===== config.mk =====
export PLATFORM = sky130hd
export DESIGN_NAME = cambus_retime
export DESIGN_NICKNAME = d
export VERILOG_FILES = /design/src/rtl/cambus_pkg.sv /design/src/rtl/cambus_lockdet.sv /design/src/rtl/cambus_retime.sv
export SDC_FILE = /design/constraint.sdc
export NUM_CORES = 1
export LEC_CHECK = 0
export CAP_MARGIN = 20
export CORE_ASPECT_RATIO = 1.5
export CORE_UTILIZATION = 45
export CTS_BUF_LIST = sky130_fd_sc_hd__clkbuf_8
export DETAILED_ROUTE_END_ITERATION = 10
export HOLD_SLACK_MARGIN = 0.08
export PLACE_DENSITY = 0.73
export SYNTH_ARGS = -nofsm -noshare
export SYNTH_HDL_FRONTEND = slang
export SYNTH_SLANG_ARGS = --single-unit

===== constraint.sdc =====
create_clock -name clk -period 5.3 [get_ports clk]
set_clock_uncertainty 0.2 [all_clocks]
set_input_delay 0.795 -clock clk [delete_from_list [all_inputs] [get_ports clk]]
set_output_delay 0.795 -clock clk [all_outputs]
set_load 0.02 [all_outputs]

===== src/rtl/cambus_pkg.sv =====
// Shared types and default geometry for the camera bus retimer.
package cambus_pkg;

  typedef enum logic [1:0] {
    UNLOCKED = 2'd0,
    ACQUIRE  = 2'd1,
    LOCKED   = 2'd2
  } lock_state_t;

  localparam int DEF_H_START  = 1;
  localparam int DEF_H_ACTIVE = 320;
  localparam int DEF_V_START  = 1;
  localparam int DEF_V_ACTIVE = 256;

endpackage


===== src/rtl/cambus_lockdet.sv =====
// Line-length lock detector: measures events between hsync edges and
// declares lock after LOCK_LINES consecutive matching lines.
module cambus_lockdet
  import cambus_pkg::*;
#(
  parameter int CNT_W      = 10,
  parameter int LOCK_LINES = 4,
  parameter int TIMEOUT    = 1023
) (
  input  logic clk,
  input  logic rst,
  input  logic ev,
  input  logic hs_edge,
  output logic locked
);
  localparam int TO_W   = $clog2(TIMEOUT + 1);
  localparam int GOOD_W = $clog2(LOCK_LINES + 1);

  lock_state_t       state;
  logic [CNT_W-1:0]  len_cnt, len_ref;
  logic [TO_W-1:0]   idle;
  logic [GOOD_W-1:0] good;
  logic              timeout, len_ok;

  // idle reaches TIMEOUT-1 on the TIMEOUT-th consecutive cycle without an event
  assign timeout = !ev && (idle == TO_W'(TIMEOUT - 1));
  assign len_ok  = (len_cnt == len_ref);

  always_ff @(posedge clk or posedge rst) begin
    if (rst) begin
      state   <= UNLOCKED;
      len_cnt <= '0;
      len_ref <= '0;
      idle    <= '0;
      good    <= '0;
      locked  <= 1'b0;
    end else if (timeout) begin
      state   <= UNLOCKED;
      len_cnt <= '0;
      idle    <= '0;
      good    <= '0;
      locked  <= 1'b0;
    end else if (ev) begin
      idle <= '0;
      if (hs_edge) begin
        len_cnt <= CNT_W'(1);
        case (state)
          UNLOCKED: begin
            len_ref <= len_cnt;
            good    <= '0;
            state   <= ACQUIRE;
          end
          ACQUIRE: begin
            if (!len_ok) state <= UNLOCKED;
            else if (good == GOOD_W'(LOCK_LINES - 1)) begin
              state  <= LOCKED;
              locked <= 1'b1;
            end else good <= good + 1'b1;
          end
          LOCKED: begin
            if (!len_ok) begin
              state  <= UNLOCKED;
              locked <= 1'b0;
            end
          end
          default: begin
            state  <= UNLOCKED;
            locked <= 1'b0;
          end
        endcase
      end else if (len_cnt != '1) begin
        len_cnt <= len_cnt + 1'b1;
      end
    end else begin
      idle <= idle + 1'b1;
    end
  end

endmodule


===== src/rtl/cambus_retime.sv =====
// Camera bus retimer: synchronises a slow parallel camera into clk, tracks
// pixel/line position and gates output to the visible window once locked.
// Optional CAMBUS_TEST_PATTERN_EN replaces visible pixels with a ramp.
module cambus_retime
  import cambus_pkg::*;
#(
  parameter int PIX_W       = 12,
  parameter int SYNC_STAGES = 3,
  parameter int CNT_W       = 10,
  parameter int H_START     = DEF_H_START,
  parameter int H_ACTIVE    = DEF_H_ACTIVE,
  parameter int V_START     = DEF_V_START,
  parameter int V_ACTIVE    = DEF_V_ACTIVE,
  parameter int CLK_EDGE    = 0,
  parameter int LOCK_LINES  = 4,
  parameter int TIMEOUT     = 1023
) (
  input  logic             clk,
  input  logic             rst,
  input  logic             cam_clk,
  input  logic [PIX_W-1:0] cam_pixel,
  input  logic             cam_hsync,
  input  logic             cam_vsync,
  input  logic             show_test_pattern,
  output logic [PIX_W-1:0] vid_pixel,
  output logic             vid_pixsync,
  output logic             vid_hblank,
  output logic             vid_vblank,
  output logic             vid_visible,
  output logic             vid_locked,
  output logic [CNT_W-1:0] vid_line
);
  localparam int SW    = PIX_W + 3;
  localparam int H_END = H_START + H_ACTIVE;
  localparam int V_END = V_START + V_ACTIVE;
  localparam logic [CNT_W:0] H_LO = H_START[CNT_W:0];
  localparam logic [CNT_W:0] H_HI = H_END[CNT_W:0];
  localparam logic [CNT_W:0] V_LO = V_START[CNT_W:0];
  localparam logic [CNT_W:0] V_HI = V_END[CNT_W:0];

  logic [SYNC_STAGES-1:0][SW-1:0] sync;
  logic [SW-1:0]    s_last;
  logic             clk_d, cam_edge, ev, hs_q, vs_q, hs_prev, vs_prev, seen;
  logic             hs_edge, vs_edge, locked;
  logic [PIX_W-1:0] pix_q, pix_src, pixel_q;
  logic [CNT_W-1:0] pix_cnt, line_cnt, pix_n, line_n;
  logic             frame_ok, fok_n, h_vis, v_vis, vis_q, pixsync, hblank, vblank;

  assign s_last   = sync[SYNC_STAGES-1];
  assign cam_edge = (CLK_EDGE == 0) ? (s_last[SW-1] & ~clk_d) : (~s_last[SW-1] & clk_d);
  // seen masks the first event after reset, which has no previous sample
  assign hs_edge  = ev & seen & hs_q & ~hs_prev;
  assign vs_edge  = ev & seen & vs_q & ~vs_prev;

  always_ff @(posedge clk or posedge rst) begin
    if (rst) begin
      sync    <= '0;
      clk_d   <= 1'b0;
      ev      <= 1'b0;
      {vs_q, hs_q, pix_q} <= '0;
      hs_prev <= 1'b0;
      vs_prev <= 1'b0;
      seen    <= 1'b0;
    end else begin
      sync  <= {sync[SYNC_STAGES-2:0], {cam_clk, cam_vsync, cam_hsync, cam_pixel}};
      clk_d <= s_last[SW-1];
      ev    <= cam_edge;
      if (cam_edge) {vs_q, hs_q, pix_q} <= s_last[SW-2:0];
      if (ev) begin
        hs_prev <= hs_q;
        vs_prev <= vs_q;
        seen    <= 1'b1;
      end
    end
  end

  cambus_lockdet #(
    .CNT_W      (CNT_W),
    .LOCK_LINES (LOCK_LINES),
    .TIMEOUT    (TIMEOUT)
  ) u_lockdet (
    .clk     (clk),
    .rst     (rst),
    .ev      (ev),
    .hs_edge (hs_edge),
    .locked  (locked)
  );

  always_comb begin
    pix_n  = '0;
    line_n = '0;
    fok_n  = 1'b0;
    if (locked) begin
      pix_n  = (pix_cnt != '1) ? pix_cnt + 1'b1 : pix_cnt;
      line_n = line_cnt;
      if (hs_edge) begin
        pix_n = '0;
        if (line_cnt != '1) line_n = line_cnt + 1'b1;
      end
      if (vs_edge) line_n = '0;
      fok_n = frame_ok | vs_edge;
    end
  end

  assign h_vis = ({1'b0, pix_n} >= H_LO) && ({1'b0, pix_n} < H_HI);
  assign v_vis = ({1'b0, line_n} >= V_LO) && ({1'b0, line_n} < V_HI);

`ifdef CAMBUS_TEST_PATTERN_EN
  assign pix_src = show_test_pattern
                 ? (PIX_W'(pix_n) - PIX_W'(H_START)) + (PIX_W'(line_n) - PIX_W'(V_START))
                 : pix_q;
`else
  logic unused_tp;
  assign unused_tp = show_test_pattern;
  assign pix_src   = pix_q;
`endif

  always_ff @(posedge clk or posedge rst) begin
    if (rst) begin
      pix_cnt  <= '0;
      line_cnt <= '0;
      frame_ok <= 1'b0;
      pixsync  <= 1'b0;
      pixel_q  <= '0;
      vis_q    <= 1'b0;
      hblank   <= 1'b1;
      vblank   <= 1'b1;
    end else begin
      pixsync <= ev;
      if (!locked) begin
        pix_cnt  <= '0;
        line_cnt <= '0;
        frame_ok <= 1'b0;
      end else if (ev) begin
        pix_cnt  <= pix_n;
        line_cnt <= line_n;
        frame_ok <= fok_n;
      end
      if (ev) begin
        pixel_q <= pix_src;
        vis_q   <= h_vis & v_vis & locked & fok_n;
        hblank  <= !h_vis;
        vblank  <= !v_vis;
      end
    end
  end

  // locked gating makes a reset or lock loss blank the output at once
  assign vid_visible = vis_q & locked;
  assign vid_pixel   = vid_visible ? pixel_q : '0;
  assign vid_pixsync = pixsync;
  assign vid_hblank  = hblank;
  assign vid_vblank  = vblank;
  assign vid_locked  = locked;
  assign vid_line    = line_cnt;

endmodule

==> results.cfg, run 1 <==
[logic_synthesis]
yosysSeqAreaShare_pct = 58.13
ys_types = 65
synth_compound_area_share_pct = 9.180
synth.most_common_cell = dfrtp_1
synth_cells = 506
synthMuxAreaShare_pct = 8.650
synthArstFlopShare_pct = 100.0
ys_warn_count = 0
syn_area_sq_mm = 0.005902
ys_ff_latch = 137
synth_common_cells = 135 x dfrtp_1, 38 x nor2_1, 31 x mux2_2
yosys.area.top_type = dfrtp_1
synth_fa_ha_area_share_pct = 1.484
synth_flop_cell = dfrtp_1
netlist_top_cells_area = dfrtp_1 57%, mux2_2 5.9%, nor2_1 2.4%
yosysTopAreaCellShare_pct = 57.24
synth_top_family_by_area = simple AND/OR/NAND/NOR gates
avgSynthCellArea_sq_um = 11.66
synth_nets = 531
synth-simple-area-share_pct = 16.39
synthXorXnorAreaFrac_pct = 3.413
synth-edff-count = 0

[timing]
min_period_over_period_pct = 70.25
rsz0062_at_grt = false
slew_violations = 0
slew_headroom_pct = 36.23
max_freq_mhz = 268.6
finalSetupTns_ns = 0
setup-violations-final = 0
hold_viol = 0
min_period_ns = 3.723
tightest_slew_ns = 0.9566

[pwr]
p_per_area_mw_per_mm2 = 347.5
vdd_drop_max_v = 0.0002432
p_leak_nw = 2.958

[floorplanning]
dieArea_sq_mm = 0.01359
core-area_sq_mm = 0.01264
fp-row-count = 50
fp.dieH_microns = 142.3
die_w_microns = 95.51
ioPinCount = 45
initial_core_util_pct = 46.70

[setup_path]
r2r_start = u_lockdet.locked
r2r_setup_slack_ns = 2.47
cp-end-kind = output pin
required_ns = 4.30
crit_type = flop to output pin
slowest_stage = dfrtp_1
r2r_end = vid_hblank
crit_path_max_fanout = 27
start_kind = flop
worstPathArrival_ns = 2.73
worstRegToRegCells = 7
cpPeakStageDelay_ns = 0.90
crit_chain = clkinv_1, nor2_1, clkdlybuf4s50_1

[placement]
io_buffers = 43
dp.final_hpwl_microns = 7616
dpl_cell_area_sq_mm = 0.006442
gp_congestion = 0.9040

[grt]
grt_pass1_vias = 4093
overflow = 0
antenna_found_initial = 0
grt_max_degree = 80
grt_pass1_wl_microns = 19310
grt_usage_pct = 18.48

[hold_path]
hold_depth = 0
hold_path_class = flop to flop
hold_start = sync[23]
holdPathEnd = s_last[8]

[job]
drv_cap = 0

[cells_and_area]
n_antenna_cell = 0
multi_input_area_sq_mm = 0.002308
nFillCells = 1069
layout-drive-gt1-share_pct = 14.62
area_growth_pct = 15.71
register_area_sq_mm = 0.003431
num-nets-final = 573
final_cell_area_sq_mm = 0.006829

[cts]
cts_setup_buffers = 0
cts.sink_count = 137
cts.path.max_buffers = 2
cts_root_buf = clkbuf_8
cts_tree = done
postCtsResizedCells = 0
insertion_delay_ns = 0.43
clk_pin_slew_ns = 0.09
htreeDepth = 4
holdBufCountCts = 0
numCtsBuffers = 17

[drt]
drt-wirelength-per-cell_microns = 15.64
drt_iter0_drc = 176
routed_via_density = 5.674
drt_wl_total_microns = 11210
drc_errors = 0
antenna_left = 0
m1WireLength_microns = 4725
wl_met2_microns = 5818
dr.pass1.iters = 5
top_layer = met4
vias = 4068
wl_met3_microns = 338

[outcome]
status = finished clean
==> per-layer routing <==
metal | up-vias | global-route usage, %
li1 | 1919 | -
met1 | 2010 | 21.89
met2 | 110 | 31.47
met3 | 29 | 3.900
met4 | 0 | 8.955
met5 | - | 0
==> placed cells by master (no fill, tap or decap), types with 3 or more instances in the layout <==
cell type	count
dfrtp_1	135
clkdlybuf4s50_1	43
nor2_1	38
mux2_2	31
nand2_1	28
nand3_1	22
and3_1	22
o21ai_0	18
clkbuf_8	17
xor2_1	16
a21oi_1	16
nand4_1	12
inv_1	11
mux2_1	9
nor3_1	8
a211oi_1	8
xnor2_1	7
a31oi_1	7
ha_1	7
inv_6	7
nor4_1	6
mux2i_1	6
and2_1	5
o21ai_1	5
nand3b_1	4
and4_1	4
or3_1	4
o31ai_1	4
inv_8	4
buf_4	4
nand2b_1	3
o31a_1	3
==> worst max path at each step <==
| stage | start | end | slack, ns | cells past startpoint |
|---|---|---|---|---|
| 2_1_floorplan | rst | clk_d | 0.64 | 1 |
| 3_3_place_gp | u_lockdet.locked | vid_visible | 2.07 | 3 |
| 3_5_place_dp | u_lockdet.locked | vid_visible | 2.04 | 3 |
| 4_1_cts | u_lockdet.locked | vid_visible | 1.55 | 3 |
| 5_1_grt | u_lockdet.locked | vid_visible | 1.41 | 3 |
| 6_report | u_lockdet.locked | vid_visible | 1.58 | 3 |
==> state kept, by name (all words and copies together) (netlist names), 2 cells and up <==
register / flops
pix_cnt: 10
u_lockdet.state: 2
s_last: 15
u_lockdet.good: 3
u_lockdet.idle: 10
u_lockdet.len_ref: 10
pix_q: 12
pixel_q: 12
sync: 30
u_lockdet.len_cnt: 10
vid_line: 10
==> through the flow <==
step	util, %	setup WS (ns)	power (mW)	instances	hold WS (ns)
2_1_floorplan	-	0.6405	1.472	506	0.1312
3_3_place_gp	50.98	2.068	1.537	685	0.1313
3_5_place_dp	50.98	2.044	1.563	685	0.1347
4_1_cts	54.04	1.550	2.403	717	0.1544
5_1_grt	54.04	1.405	2.501	717	0.1560
6_report	54.04	1.577	2.373	717	0.1514
==> worst max-delay path, delay by kind of cell, from the launching register on <==
family                 cells  cell delay [ns]
buffers and inverters      2             1.17
DFF                        1             0.90
and+or+nand+nor            1             0.22
==> report_power, final <==
group	switching, mW	leakage, nW	internal, mW
logic	0.144	1.05	0.143
registers	0.0926	1.71	1.16
clock network	0.444	0.202	0.391
==> kinds of logic after synthesis <==
family | count (synthesis)
AND/OR/NAND/NOR | 175
flip-flops | 137
buffers and inverters | 36
adder cells (fa/ha/maj) | 7
AO/OA/AOI/OAI | 82
multiplexers | 46
XOR/XNOR | 23
==> layout make-up <==
class | count | area share (%)
clock buffer | 17 | 3.426
clock inverter | 15 | 2.235
inverter | 12 | 0.6962
multi-input combinational | 333 | 33.80
sequential | 137 | 50.24
tap | 156 | 2.858
timing repair buffer | 47 | 6.742
Note: power is estimated with default switching activity, not from simulation.
==> run 2, diff against run 1 <==
--- a/config.mk
+++ b/config.mk
@@ -11,7 +11,7 @@
 export CTS_BUF_LIST = sky130_fd_sc_hd__clkbuf_8
 export DETAILED_ROUTE_END_ITERATION = 10
 export HOLD_SLACK_MARGIN = 0.08
-export PLACE_DENSITY = 0.73
+export PLACE_DENSITY = 0.76
 export SYNTH_ARGS = -nofsm -noshare
 export SYNTH_HDL_FRONTEND = slang
 export SYNTH_SLANG_ARGS = --single-unit
==> constraint.sdc (replaced) <==
create_clock -name clk -period 3.2 [get_ports clk]
set_clock_uncertainty 0.2 [all_clocks]
set_input_delay 0.48 -clock clk [delete_from_list [all_inputs] [get_ports clk]]
set_output_delay 0.48 -clock clk [all_outputs]
set_load 0.02 [all_outputs]
==> results.cfg, run 2 (synthesis results as in run 1) <==
[floorplanning]
initial_core_util_pct = 46.70
core-area_sq_mm = 0.01264
fp.dieH_microns = 142.3
dieArea_sq_mm = 0.01359
die_w_microns = 95.51
fp-row-count = 50
ioPinCount = 45

[cts]
cts_root_buf = clkbuf_8
htreeDepth = 4
numCtsBuffers = 17
holdBufCountCts = 0
insertion_delay_ns = 0.44
cts.path.max_buffers = 2
cts.sink_count = 137
postCtsResizedCells = 0
clk_pin_slew_ns = 0.08
cts_setup_buffers = 0
cts_tree = done

[drt]
routed_via_density = 5.616
drt_wl_total_microns = 11390
drc_errors = 0
vias = 4066
drt_iter0_drc = 228
drt-wirelength-per-cell_microns = 15.73
dr.pass1.iters = 5
antenna_left = 0

[hold_path]
hold_path_class = flop to flop

[cells_and_area]
num-nets-final = 580
layout-drive-gt1-share_pct = 15.85
largest_reg_flops = 30
final_cell_mix = 135 x dfrtp_1, 43 x clkdlybuf4s50_1, 38 x nor2_1
area_growth_pct = 16.77
largest-register = sync
final_common_cell = dfrtp_1
n_antenna_cell = 0

[placement]
pre_cts_slack_ns = 0.4123
gp_congestion = 0.8832
io_buffers = 43
dp.final_hpwl_microns = 7824

[pwr]
p_leak_nw = 2.987
p_clk_share_pct = 34.5
vdd_drop_max_v = 0.0002940
p_sw_share_pct = 29.73
seq_power_share_pct = 53.1
power.switching_mw = 1.161
p_int_mw = 2.744
p_per_area_mw_per_mm2 = 566.7
comb_power_share_pct = 12.4

[timing]
finalWorstSetupSlack_ns = 0.1488
min_period_over_period_pct = 95.35
finalSetupTns_ns = 0
rsz0062_at_grt = false
setup-violations-final = 0
hold_viol = 0
min_period_ns = 3.051
slew_headroom_pct = 39.80
slew_violations = 0
tightest_slew_ns = 0.9029
max_freq_mhz = 327.7

[setup_path]
cp-end-kind = output pin
crit_type = flop to output pin
worstPathArrival_ns = 2.37
crit_chain = clkinv_1, nor2_1, clkdlybuf4s50_1
cpPeakStageDelay_ns = 0.94
r2r_setup_slack_ns = 0.35
required_ns = 2.52
start_kind = flop
crit_path_max_fanout = 27
slowest_stage = dfrtp_1

[outcome]
status = finished clean

[grt]
grt_pass1_vias = 3983
grt_pass1_wl_microns = 19090
grt_usage_pct = 18.59
antenna_found_initial = 0
overflow = 0
grt_max_degree = 70

[job]
drv_cap = 0
run 2: cell types whose count changed in the layout (fill, tap and decap cells not counted), sizes merged:
cell      before  now
buf            4   11
inv           23   20
bufinv         1    0
clkinv         2    5
clkinvlp       1    2
run 2: final cells by class:
| class | instances | area (sq um) |
|---|---|---|
| Inverter | 12 | 48.80 |
| Fill cell | 1095 | 5746 |
| Tap cell | 156 | 195.2 |
| Sequential cell | 137 | 3431 |
| Timing Repair Buffer | 54 | 525.5 |
| Multi-Input combinational cell | 333 | 2308 |
| Clock buffer | 17 | 234.0 |
| Clock inverter | 15 | 148.9 |
run 2: path summary, 6_finish.rpt:
kind	startpoint	to	cells past startpoint
setup / recovery	u_lockdet.locked	vid_visible	3
hold / removal	sync[5]	sync[20]	0
min in group asynchronous	rst	sync[29]	2
setup reg to reg	pix_cnt[0]	vis_q	7
max in group asynchronous	rst	vid_vblank	3
hold reg to reg	sync[5]	sync[20]	0
run 2: critical path, delay by kind of cell, from the launching register on:
family	cells	cell delay (ns)
DFF	1	0.94
buffers and inverters	2	0.82
and+or+nand+nor	1	0.17
run 2: power groups by stage:
| stage | clock (mW) | combinational [mW] | sequential, mW |
|---|---|---|---|
| after detailed placement | 0 | 0.490 | 2.11 |
| after global placement | 0 | 0.463 | 2.09 |
| after global routing | 1.47 | 0.547 | 2.10 |
| after CTS | 1.39 | 0.494 | 2.07 |
| final | 1.35 | 0.484 | 2.07 |
| after floorplan | 0 | 0.388 | 2.05 |
run 2: stage by stage:
stage | cells | area, sq um | total power [mW] | utilization [%] | hold WS, ns
after floorplan | 506 | 5906 | 2.439 | - | 0.1312
final | 724 | 6892 | 3.906 | 54.53 | 0.1534
after global placement | 692 | 6509 | 2.554 | 51.51 | 0.1312
after CTS | 724 | 6892 | 3.955 | 54.53 | 0.1553
after global routing | 724 | 6892 | 4.112 | 54.53 | 0.1622
after detailed placement | 692 | 6509 | 2.597 | 51.51 | 0.1347
run 2: metal layers:
metal | share of wire (%) | wire [microns] | GRT usage [%]
met1 | 41 | 4696 | 21.85
met2 | 53 | 6011 | 30.71
met3 | 3.4 | 384 | 5.075
met4 | 2.6 | 299 | 9.662
met5 | 0 | 0 | 0
